==> src/rtl/ac97_frame_tx_pkg.sv <==
`default_nettype none
// ============================================================================
// Module      : ac97_pkg
// Description : Shared constants and types for the AC97 link transmit stage
//               and its optional readback parser. Frame geometry, slot
//               start offsets (in transmitted bit order), tag bit indices
//               and the register command record.
// Revision    : 1.0 - initial release
// ============================================================================
package ac97_pkg;

    localparam int FRAME_BITS  = 256;
    localparam int SYNC_BITS   = 16;
    localparam int SLOT_BITS   = 20;

    // First transmitted bit of each slot, counted from frame bit 0.
    localparam int SLOT1_START = 16;
    localparam int SLOT2_START = 36;
    localparam int SLOT3_START = 56;
    localparam int SLOT4_START = 76;

    localparam int TAG_VALID   = 15;
    localparam int TAG_SLOT1   = 14;
    localparam int TAG_SLOT2   = 13;
    localparam int TAG_LEFT    = 12;
    localparam int TAG_RIGHT   = 11;

    typedef struct packed {
        logic        read;
        logic [6:0]  addr;
        logic [15:0] data;
    } ac97_cmd_t;

endpackage
`default_nettype wire

==> src/rtl/ac97_frame_tx_if.sv <==
`default_nettype none
// ============================================================================
// Module      : ac97_frame_tx_if
// Description : Request bus into the AC97 transmit stage. Carries the PCM
//               sample handshake (pcm_left/right/valid/ready) and the codec
//               register command handshake (cmd_read/addr/data/valid/ready).
//               master = request producer, slave = ac97_frame_tx.
//               Samples are two's complement; the bus carries raw bits.
// Revision    : 1.0 - initial release
// ============================================================================
interface ac97_frame_tx_if #(
    parameter int PCM_WIDTH = 20
);
    logic [PCM_WIDTH-1:0] pcm_left;
    logic [PCM_WIDTH-1:0] pcm_right;
    logic                 pcm_valid;
    logic                 pcm_ready;
    logic                 cmd_valid;
    logic                 cmd_ready;
    logic                 cmd_read;
    logic [6:0]           cmd_addr;
    logic [15:0]          cmd_data;

    modport master (
        output pcm_left, pcm_right, pcm_valid,
        output cmd_valid, cmd_read, cmd_addr, cmd_data,
        input  pcm_ready, cmd_ready
    );

    modport slave (
        input  pcm_left, pcm_right, pcm_valid,
        input  cmd_valid, cmd_read, cmd_addr, cmd_data,
        output pcm_ready, cmd_ready
    );
endinterface
`default_nettype wire

==> src/rtl/ac97_frame_rx.sv <==
`default_nettype none
// ============================================================================
// Module      : ac97_frame_rx
// Description : Readback parser for the codec's incoming serial frame.
//               Frame bit k of sdata_in is sampled while count = k+2. After
//               the tag completes, codec_ready follows tag bit 15; after
//               slot 2 completes, a register read return (tag 14 & 13 set)
//               pulses rd_valid for one clk while count = 58.
// Ports       : clk, rst        - bit clock, synchronous active-high reset
//               count           - frame counter from the transmit stage
//               sdata_in        - re-timed codec serial data
//               codec_ready     - tag bit 15 of the last received frame
//               rd_valid/rd_addr/rd_data - read return
// Revision    : 1.0 - initial release
// ============================================================================
module ac97_frame_rx
    import ac97_pkg::*;
(
    input  logic        clk,
    input  logic        rst,
    input  logic [7:0]  count,
    input  logic        sdata_in,
    output logic        codec_ready,
    output logic        rd_valid,
    output logic [6:0]  rd_addr,
    output logic [15:0] rd_data
);
    // Only tag, slot 1 and slot 2 are ever inspected, so the shifter keeps
    // just the first 56 bits of the frame.
    localparam int         c_rx_bits    = SLOT2_START + SLOT_BITS;
    localparam int         c_last       = c_rx_bits - 1;
    localparam logic [7:0] c_tag_done   = 8'(SYNC_BITS + 1);
    localparam logic [7:0] c_slot2_done = 8'(c_rx_bits + 1);
    // Bit position of each slot's LSB inside the shifter once slot 2 is in.
    localparam int         c_s1_base    = c_last - SLOT1_START - (SLOT_BITS - 1);
    localparam int         c_s2_base    = c_last - SLOT2_START - (SLOT_BITS - 1);
    // Tag bit t is frame bit 15-t; at slot-2 completion it sits here.
    localparam int         c_tag_base   = c_last - (SYNC_BITS - 1);

    logic [c_rx_bits-1:0] r_rx;
    logic [c_rx_bits-1:0] w_rx_next;
    logic                 w_rd_return;

    assign w_rx_next   = {r_rx[c_rx_bits-2:0], sdata_in};
    assign w_rd_return = w_rx_next[c_tag_base + TAG_SLOT1] &
                         w_rx_next[c_tag_base + TAG_SLOT2];

    always_ff @(posedge clk) begin
        if (rst) begin
            r_rx        <= '0;
            codec_ready <= 1'b0;
            rd_valid    <= 1'b0;
            rd_addr     <= '0;
            rd_data     <= '0;
        end else begin
            r_rx     <= w_rx_next;
            rd_valid <= 1'b0;
            // When frame bit 15 has just been sampled, tag[t] sits at index t.
            if (count == c_tag_done) begin
                codec_ready <= w_rx_next[TAG_VALID];
            end
            if (count == c_slot2_done && w_rd_return) begin
                rd_valid <= 1'b1;
                rd_addr  <= w_rx_next[c_s1_base + 18 -: 7];
                rd_data  <= w_rx_next[c_s2_base + 19 -: 16];
            end
        end
    end

endmodule
`default_nettype wire

==> src/rtl/ac97_frame_tx.sv <==
`default_nettype none
// ============================================================================
// Module      : ac97_frame_tx
// Description : AC97 link transmit stage, clocked by the codec bit clock.
//               Emits a 256-bit frame every 256 clks carrying one register
//               command (slots 1/2) and one stereo PCM sample (slots 3/4),
//               each taken from a one-entry holding register.
// Parameters  : PCM_WIDTH (1..20) - sample width, left-justified in the slot
// Options     : AC97_READBACK_EN  - adds the readback parser and the
//                                   codec_ready/rd_valid/rd_addr/rd_data
//                                   outputs; otherwise sdata_in is ignored
// Ports       : clk, rst     - bit clock, synchronous active-high reset
//               sync         - AC97 SYNC (registered, high for count 0..15)
//               sdata_out    - serial frame data, MSB first, registered
//               sdata_in     - re-timed codec serial data
//               frame_start  - one-clk pulse while count = 0
//               bus          - PCM and command request handshakes
// Revision    : 1.0 - initial release
// ============================================================================
module ac97_frame_tx
    import ac97_pkg::*;
#(
    parameter int PCM_WIDTH = 20
) (
    input  logic                clk,
    input  logic                rst,
    output logic                sync,
    output logic                sdata_out,
    input  logic                sdata_in,
    output logic                frame_start,
    ac97_frame_tx_if.slave      bus
`ifdef AC97_READBACK_EN
    ,
    output logic                codec_ready,
    output logic                rd_valid,
    output logic [6:0]          rd_addr,
    output logic [15:0]         rd_data
`endif
);
    logic [7:0]            r_count;
    logic [7:0]            w_count_next;
    logic                  w_latch;

    logic                  r_pcm_full;
    logic [PCM_WIDTH-1:0]  r_pcm_left;
    logic [PCM_WIDTH-1:0]  r_pcm_right;
    logic                  r_cmd_full;
    ac97_cmd_t             r_cmd;

    logic                  w_pcm_accept;
    logic                  w_cmd_accept;

    logic [15:0]           w_tag;
    logic [SLOT_BITS-1:0]  w_slot1;
    logic [SLOT_BITS-1:0]  w_slot2;
    logic [SLOT_BITS-1:0]  w_slot3;
    logic [SLOT_BITS-1:0]  w_slot4;
    logic [FRAME_BITS-1:0] w_frame;
    logic [FRAME_BITS-1:0] r_shift;

    assign w_count_next = r_count + 8'd1;
    // The edge that takes count 255 -> 0 loads the next frame.
    assign w_latch      = (r_count == 8'hFF);

    assign bus.pcm_ready = ~r_pcm_full;
    assign bus.cmd_ready = ~r_cmd_full;
    assign w_pcm_accept  = bus.pcm_valid & ~r_pcm_full;
    assign w_cmd_accept  = bus.cmd_valid & ~r_cmd_full;

    // Frame assembly from the holds as they stand before the latch edge.
    // Frame bit k lives at w_frame[FRAME_BITS-1-k] so the shifter emits MSB first.
    always_comb begin
        w_tag            = '0;
        w_tag[TAG_SLOT1] = r_cmd_full;
        w_tag[TAG_SLOT2] = r_cmd_full & ~r_cmd.read;
        w_tag[TAG_LEFT]  = r_pcm_full;
        w_tag[TAG_RIGHT] = r_pcm_full;
        w_tag[TAG_VALID] = r_cmd_full | r_pcm_full;

        w_slot1 = '0;
        w_slot2 = '0;
        w_slot3 = '0;
        w_slot4 = '0;
        if (r_cmd_full) begin
            w_slot1 = {r_cmd.read, r_cmd.addr, 12'h000};
            if (!r_cmd.read) begin
                w_slot2 = {r_cmd.data, 4'h0};
            end
        end
        if (r_pcm_full) begin
            // Shifting instead of concatenating keeps PCM_WIDTH = 20 legal.
            w_slot3 = SLOT_BITS'(r_pcm_left)  << (SLOT_BITS - PCM_WIDTH);
            w_slot4 = SLOT_BITS'(r_pcm_right) << (SLOT_BITS - PCM_WIDTH);
        end

        w_frame = '0;
        w_frame[FRAME_BITS-1 -: SYNC_BITS]               = w_tag;
        w_frame[FRAME_BITS-1-SLOT1_START -: SLOT_BITS]   = w_slot1;
        w_frame[FRAME_BITS-1-SLOT2_START -: SLOT_BITS]   = w_slot2;
        w_frame[FRAME_BITS-1-SLOT3_START -: SLOT_BITS]   = w_slot3;
        w_frame[FRAME_BITS-1-SLOT4_START -: SLOT_BITS]   = w_slot4;
    end

    always_ff @(posedge clk) begin
        if (rst) begin
            r_count     <= 8'hFF;
            sync        <= 1'b0;
            sdata_out   <= 1'b0;
            frame_start <= 1'b0;
            r_shift     <= '0;
            r_pcm_full  <= 1'b0;
            r_pcm_left  <= '0;
            r_pcm_right <= '0;
            r_cmd_full  <= 1'b0;
            r_cmd       <= '0;
        end else begin
            r_count     <= w_count_next;
            sync        <= (w_count_next < 8'(SYNC_BITS));
            frame_start <= w_latch;

            // sdata_out trails sync by one clk: 0 at count 0, bit n-1 at count n.
            if (w_latch) begin
                r_shift   <= w_frame;
                sdata_out <= 1'b0;
            end else begin
                sdata_out <= r_shift[FRAME_BITS-1];
                r_shift   <= {r_shift[FRAME_BITS-2:0], 1'b0};
            end

            // A push on the latch edge refills the hold for the next frame.
            if (w_pcm_accept) begin
                r_pcm_full  <= 1'b1;
                r_pcm_left  <= bus.pcm_left;
                r_pcm_right <= bus.pcm_right;
            end else if (w_latch) begin
                r_pcm_full  <= 1'b0;
                r_pcm_left  <= '0;
                r_pcm_right <= '0;
            end

            if (w_cmd_accept) begin
                r_cmd_full <= 1'b1;
                r_cmd      <= '{read: bus.cmd_read, addr: bus.cmd_addr, data: bus.cmd_data};
            end else if (w_latch) begin
                r_cmd_full <= 1'b0;
                r_cmd      <= '0;
            end
        end
    end

`ifdef AC97_READBACK_EN
    ac97_frame_rx u_rx (
        .clk         (clk),
        .rst         (rst),
        .count       (r_count),
        .sdata_in    (sdata_in),
        .codec_ready (codec_ready),
        .rd_valid    (rd_valid),
        .rd_addr     (rd_addr),
        .rd_data     (rd_data)
    );
`else
    logic w_unused_sdata_in;
    assign w_unused_sdata_in = sdata_in;
`endif

endmodule
`default_nettype wire

==> src/flat_wrapper.sv <==
// flat-port wrapper written by rule: the top's interface ports become plain ports
module ac97_frame_tx_flat import ac97_pkg::*;
#(
    parameter int PCM_WIDTH = 20
)
  (clk, rst, sync, sdata_out, sdata_in, frame_start, bus_pcm_left, bus_pcm_right, bus_pcm_valid, bus_cmd_valid, bus_cmd_read, bus_cmd_addr, bus_cmd_data, bus_pcm_ready, bus_cmd_ready);
  ac97_frame_tx_if #(.PCM_WIDTH(PCM_WIDTH)) bus_i ();
  input  logic clk;
  input  logic rst;
  output logic sync;
  output logic sdata_out;
  input  logic sdata_in;
  output logic frame_start;
  input wire logic [$bits(bus_i.pcm_left)-1:0] bus_pcm_left;
  input wire logic [$bits(bus_i.pcm_right)-1:0] bus_pcm_right;
  input wire logic [$bits(bus_i.pcm_valid)-1:0] bus_pcm_valid;
  input wire logic [$bits(bus_i.cmd_valid)-1:0] bus_cmd_valid;
  input wire logic [$bits(bus_i.cmd_read)-1:0] bus_cmd_read;
  input wire logic [$bits(bus_i.cmd_addr)-1:0] bus_cmd_addr;
  input wire logic [$bits(bus_i.cmd_data)-1:0] bus_cmd_data;
  output wire logic [$bits(bus_i.pcm_ready)-1:0] bus_pcm_ready;
  output wire logic [$bits(bus_i.cmd_ready)-1:0] bus_cmd_ready;
  assign bus_i.pcm_left = bus_pcm_left;
  assign bus_i.pcm_right = bus_pcm_right;
  assign bus_i.pcm_valid = bus_pcm_valid;
  assign bus_i.cmd_valid = bus_cmd_valid;
  assign bus_i.cmd_read = bus_cmd_read;
  assign bus_i.cmd_addr = bus_cmd_addr;
  assign bus_i.cmd_data = bus_cmd_data;
  assign bus_pcm_ready = bus_i.pcm_ready;
  assign bus_cmd_ready = bus_i.cmd_ready;
  ac97_frame_tx #(.PCM_WIDTH(PCM_WIDTH)) u_core (.clk(clk), .rst(rst), .sync(sync), .sdata_out(sdata_out), .sdata_in(sdata_in), .frame_start(frame_start), .bus(bus_i));
endmodule
==> config.mk <==
export PLATFORM = sky130hd
export DESIGN_NAME = ac97_frame_tx_flat
export DESIGN_NICKNAME = d
export VERILOG_FILES = /design/src/rtl/ac97_frame_tx_pkg.sv /design/src/rtl/ac97_frame_tx_if.sv /design/src/rtl/ac97_frame_rx.sv /design/src/rtl/ac97_frame_tx.sv /design/src/flat_wrapper.sv
export SDC_FILE = /design/constraint.sdc
export NUM_CORES = 1
export LEC_CHECK = 0
export ABC_AREA = 1
export CAP_MARGIN = 40
export CORE_UTILIZATION = 40
export DETAILED_ROUTE_END_ITERATION = 8
export GPL_TIMING_DRIVEN = 0
export MAX_ROUTING_LAYER = met4
export PLACE_DENSITY_LB_ADDON = 0.25
export SYNTH_ARGS = -nofsm -noshare
export SYNTH_HDL_FRONTEND = slang
export SYNTH_SLANG_ARGS = --single-unit
==> constraint.sdc <==
create_clock -name clk -period 2.95 [get_ports clk]
set_input_delay 0.59 -clock clk [delete_from_list [all_inputs] [get_ports clk]]
set_output_delay 0.59 -clock clk [all_outputs]
set_load 0.05 [all_outputs]
==> key figures <==
Status
  • Status: complete, no violations

Setup path
  • Critical path launch point type: flip-flop
  • Worst R2R Setup Slack: 1.22 ns
  • Type of the worst setup path: reg -> out
  • Crit-path max FO: 10
  • Crit path cell chain: buf_2, inv_2, clkbuf_1, dlymetal6s2s_1
  • Crit path capture type: primary output
  • RR Endpoint: u_core.r_pcm_right[1]
  • Reg2reg start: u_core.r_pcm_full
  • Crit path required time: 2.36 ns
  • Family with the most delay on the worst path: buffers and inverters
  • Max incr delay on CP: 0.50 ns
  • WP buf/inv: 4
  • WP data arrival: 1.88 ns
  • Slowest CP cell: dlymetal6s2s_1
  • Worst r2r path cells: 7

Flow run
  • Max Cap Violations: 0

Die
  • Chip Width: 128.5 µm
  • Die area: 16520 µm²
  • Die Ht: 128.5 µm
  • Starting density of the core: 0.4152
  • Num ports: 74
  • Core Rows: 45
  • Core area: 15430 µm²

Synth
  • Yosys cell types: 26
  • Synthesized area per cell: 7.927 µm²
  • Synth top area cells: dfxtp_1 (54%), nand2_1 (16%), nand3b_1 (5.5%)
  • Flops & latches, synth: 173
  • Adder-Cell Fraction of Synth Area: 0.001954
  • Mux cell area share after synthesis: 0
  • Yosys top cell area share: 0.5407
  • Mapped Area: 6405 µm²
  • Syn nets: 878
  • Synth Area in Compound Gates: 0.1067
  • Area leader, netlist: dfxtp_1
  • Seq/Total Area, Yosys: 0.5407
  • Synthesized instance count: 808
  • Largest family of logic cells by synthesized area: simple AND/OR/NAND/NOR gates
  • Simple-gate share of the synthesized area: 0.2809
  • XOR/XNOR Fraction of Synth Area: 0
  • Yosys warns: 0

Min path
  • Min-Delay Startpoint: u_core.r_shift[201]
  • Worst Hold Path EP: u_core.r_shift[202]
  • Worst Hold Depth: 2
  • HP Class: reg -> reg

Drt
  • WL met3: 575 µm
  • First drt pass iteration count: 5
  • DR DRC count: 0
  • Wire length per cell: 12.73 µm
  • Routed wire length: 14280 µm
  • Via count: 5288
  • WL met2: 6293 µm
  • Routed metal-1 wire length: 7185 µm
  • Final ANT Viol Nets: 0
  • Max Used Layer: met4
  • Vias/cell: 4.713
  • Drt initial violations: 289

CTS
  • Worst-path clk slew: 0.07 ns
  • CTS Hold Bufs: 0
  • H-tree depth: 4
  • Number of CTS-inserted buffers: 17
  • Root buf cell: clkbuf_16
  • Max Buffers Root-to-Sink: 2
  • CTS Sinks: 173
  • TritonCTS clock tree: done
  • Clock latency on the worst-skew pair: 0.43 ns

Final layout
  • Area Growth Syn to Fin: 24.65%
  • Antenna diodes: 0
  • Share of layout cells above drive strength 1: 0.08233
  • Nets@finish: 968
  • Finished Layout Cells: 1122

STA
  • Post-Route Setup TNS: 0 ns
  • Minimum clock period: 2.471 ns
  • Fin Clk Skew: 0.01226 ns
  • Period utilization: 0.8377
  • Final Hold Fails: 0
  • Worst slew margin: 0.6121
  • Unrepaired setup endpoints after global routing: false
  • Final setup vio count: 0
  • F_max: 0.4046 GHz
  • Max-slew violations: 0
  • Worst-Margin Slew: 0.5818 ns

GRT
  • First-pass GRT wire length: 23650 µm
  • Total track usage: 0.1918
  • Overflow after GRT: 0
  • Initial antenna violation count: 0
  • Largest net degree at the start of global routing: 17
  • Vias in the first global route: 4864

Power and ir drop
  • Max rail drop VDD: 0.4360 mV
  • Total power: 5642 µW
  • PwrDens: 706.7 nW/µm²
  • Leak: 0.002835 µW

Placed design
  • DP HPWL: 9743 µm
  • Dpl cells: 1090
  • IO Port Bufs: 71
  • Placer Congestion: 0.7599
area by class of cell:
class	count	area, µm²
multi-input cells	535	2495
clock buffers	21	460.4
well taps	211	264.0
clock inverters	11	141.4
flip-flops and latches	173	3463
fillers	1533	7443
plain buffers	61	300.3
inverters	39	146.4
repair buffers	71	713.2
tightest hold or removal path: stages, from the launching register on:
cell and delay (ns):
dfxtp_1 0.29, inv_1 0.04, nor2_1 0.04
cells in the mapped netlist:
master and instances:
o21bai_1 3, buf_6 1, or2_2 1, clkbuf_1 24, buf_1 1, nand2_1 266, clkinv_1 1, inv_2 3
nor3_4 1, dfxtp_1 173, nor2_1 37, nor2_2 1, ha_1 1, a21oi_1 65, nor3b_1 16, nand2_2 2
clkbuf_4 4, o21ai_0 56, nand3_1 26, inv_1 35, nand4_1 1, nand3b_1 47, buf_2 27, o21ai_1 11
nor2_4 1, buf_4 4
sequential cells by signal, indices dropped and copies added, names as in the netlist:
| name | flops |
|---|---|
| u_core.r_shift | 96 |
| u_core.r_cmd | 24 |
| u_core.r_pcm_left | 20 |
| u_core.r_pcm_right | 20 |
| u_core.r_count | 8 |
| u_core.frame_start | 1 |
| u_core.r_cmd_full | 1 |
| u_core.r_pcm_full | 1 |
| u_core.sdata_out | 1 |
| u_core.sync | 1 |
metrics by stage:
stage / utilization / setup WS [ns] / hold slack (ns) / area, µm²
finish: 0.5175 / 0.4787 / 0.4066 / 7984
global route: 0.5175 / 0.3606 / 0.4251 / 7984
floorplan: - / 1.245 / 0.3936 / 6405
CTS: 0.5174 / 0.005401 / 0.4106 / 7981
detailed placement: 0.4783 / 0.4667 / 0.3995 / 7380
global placement: 0.4783 / 0.4677 / 0.3961 / 7380
timing repair:
item / CTS / global route
setup buffers: 0 / 0
setup endpoints to repair: 0 / 1
resized for setup: 0 / 1
hold endpoints to repair: 0 / 0
how the worst max path moves through the flow:
stage          cells after the start              start             to  slack, ns
6_report                           4  u_core.r_cmd_full  bus_cmd_ready       0.48
5_1_grt                            4  u_core.r_cmd_full  bus_cmd_ready       0.36
4_1_cts                            4  u_core.r_cmd_full  bus_cmd_ready      0.005
3_5_place_dp                       4  u_core.r_cmd_full  bus_cmd_ready       0.47
3_3_place_gp                       4  u_core.r_cmd_full  bus_cmd_ready       0.47
2_1_floorplan                      3  u_core.r_cmd_full  bus_cmd_ready       1.25
kinds of logic after synthesis:
logic type | count (synthesis)
AO/OA/AOI/OAI | 135
adder cells (fa/ha/maj) | 1
buffers and inverters | 100
flip-flops | 173
AND/OR/NAND/NOR | 399
report_power, final:
part | switching (µW) | total, µW | internal, µW
Sequential | 54.7 | 2500 | 2450
Clock | 900 | 2270 | 1370
Combinational | 572 | 869 | 297
Total | 1530 | 5640 | 4120
layout by cell type (no fill, tap or decap), drive strengths merged:
cell type,instances
dlymetal6s2s,1
inv,38
nand3b,47
nand2,268
bufinv,3
nor3,1
o21bai,3
dfxtp,173
nand3,26
nor3b,16
clkdlybuf4s50,70
nor2,39
clkinvlp,3
ha,1
nand4,1
clkbuf,49
a21oi,65
or2,1
buf,33
clkinv,6
o21ai,67
per-layer routing:
layer,vias to the layer above,track usage
li1,2768,-
met2,104,0.2906
met4,0,0.07197
met5,-,-
met1,2394,0.2485
met3,22,0.04407
No activity file was read; power rests on OpenSTA's default activity.
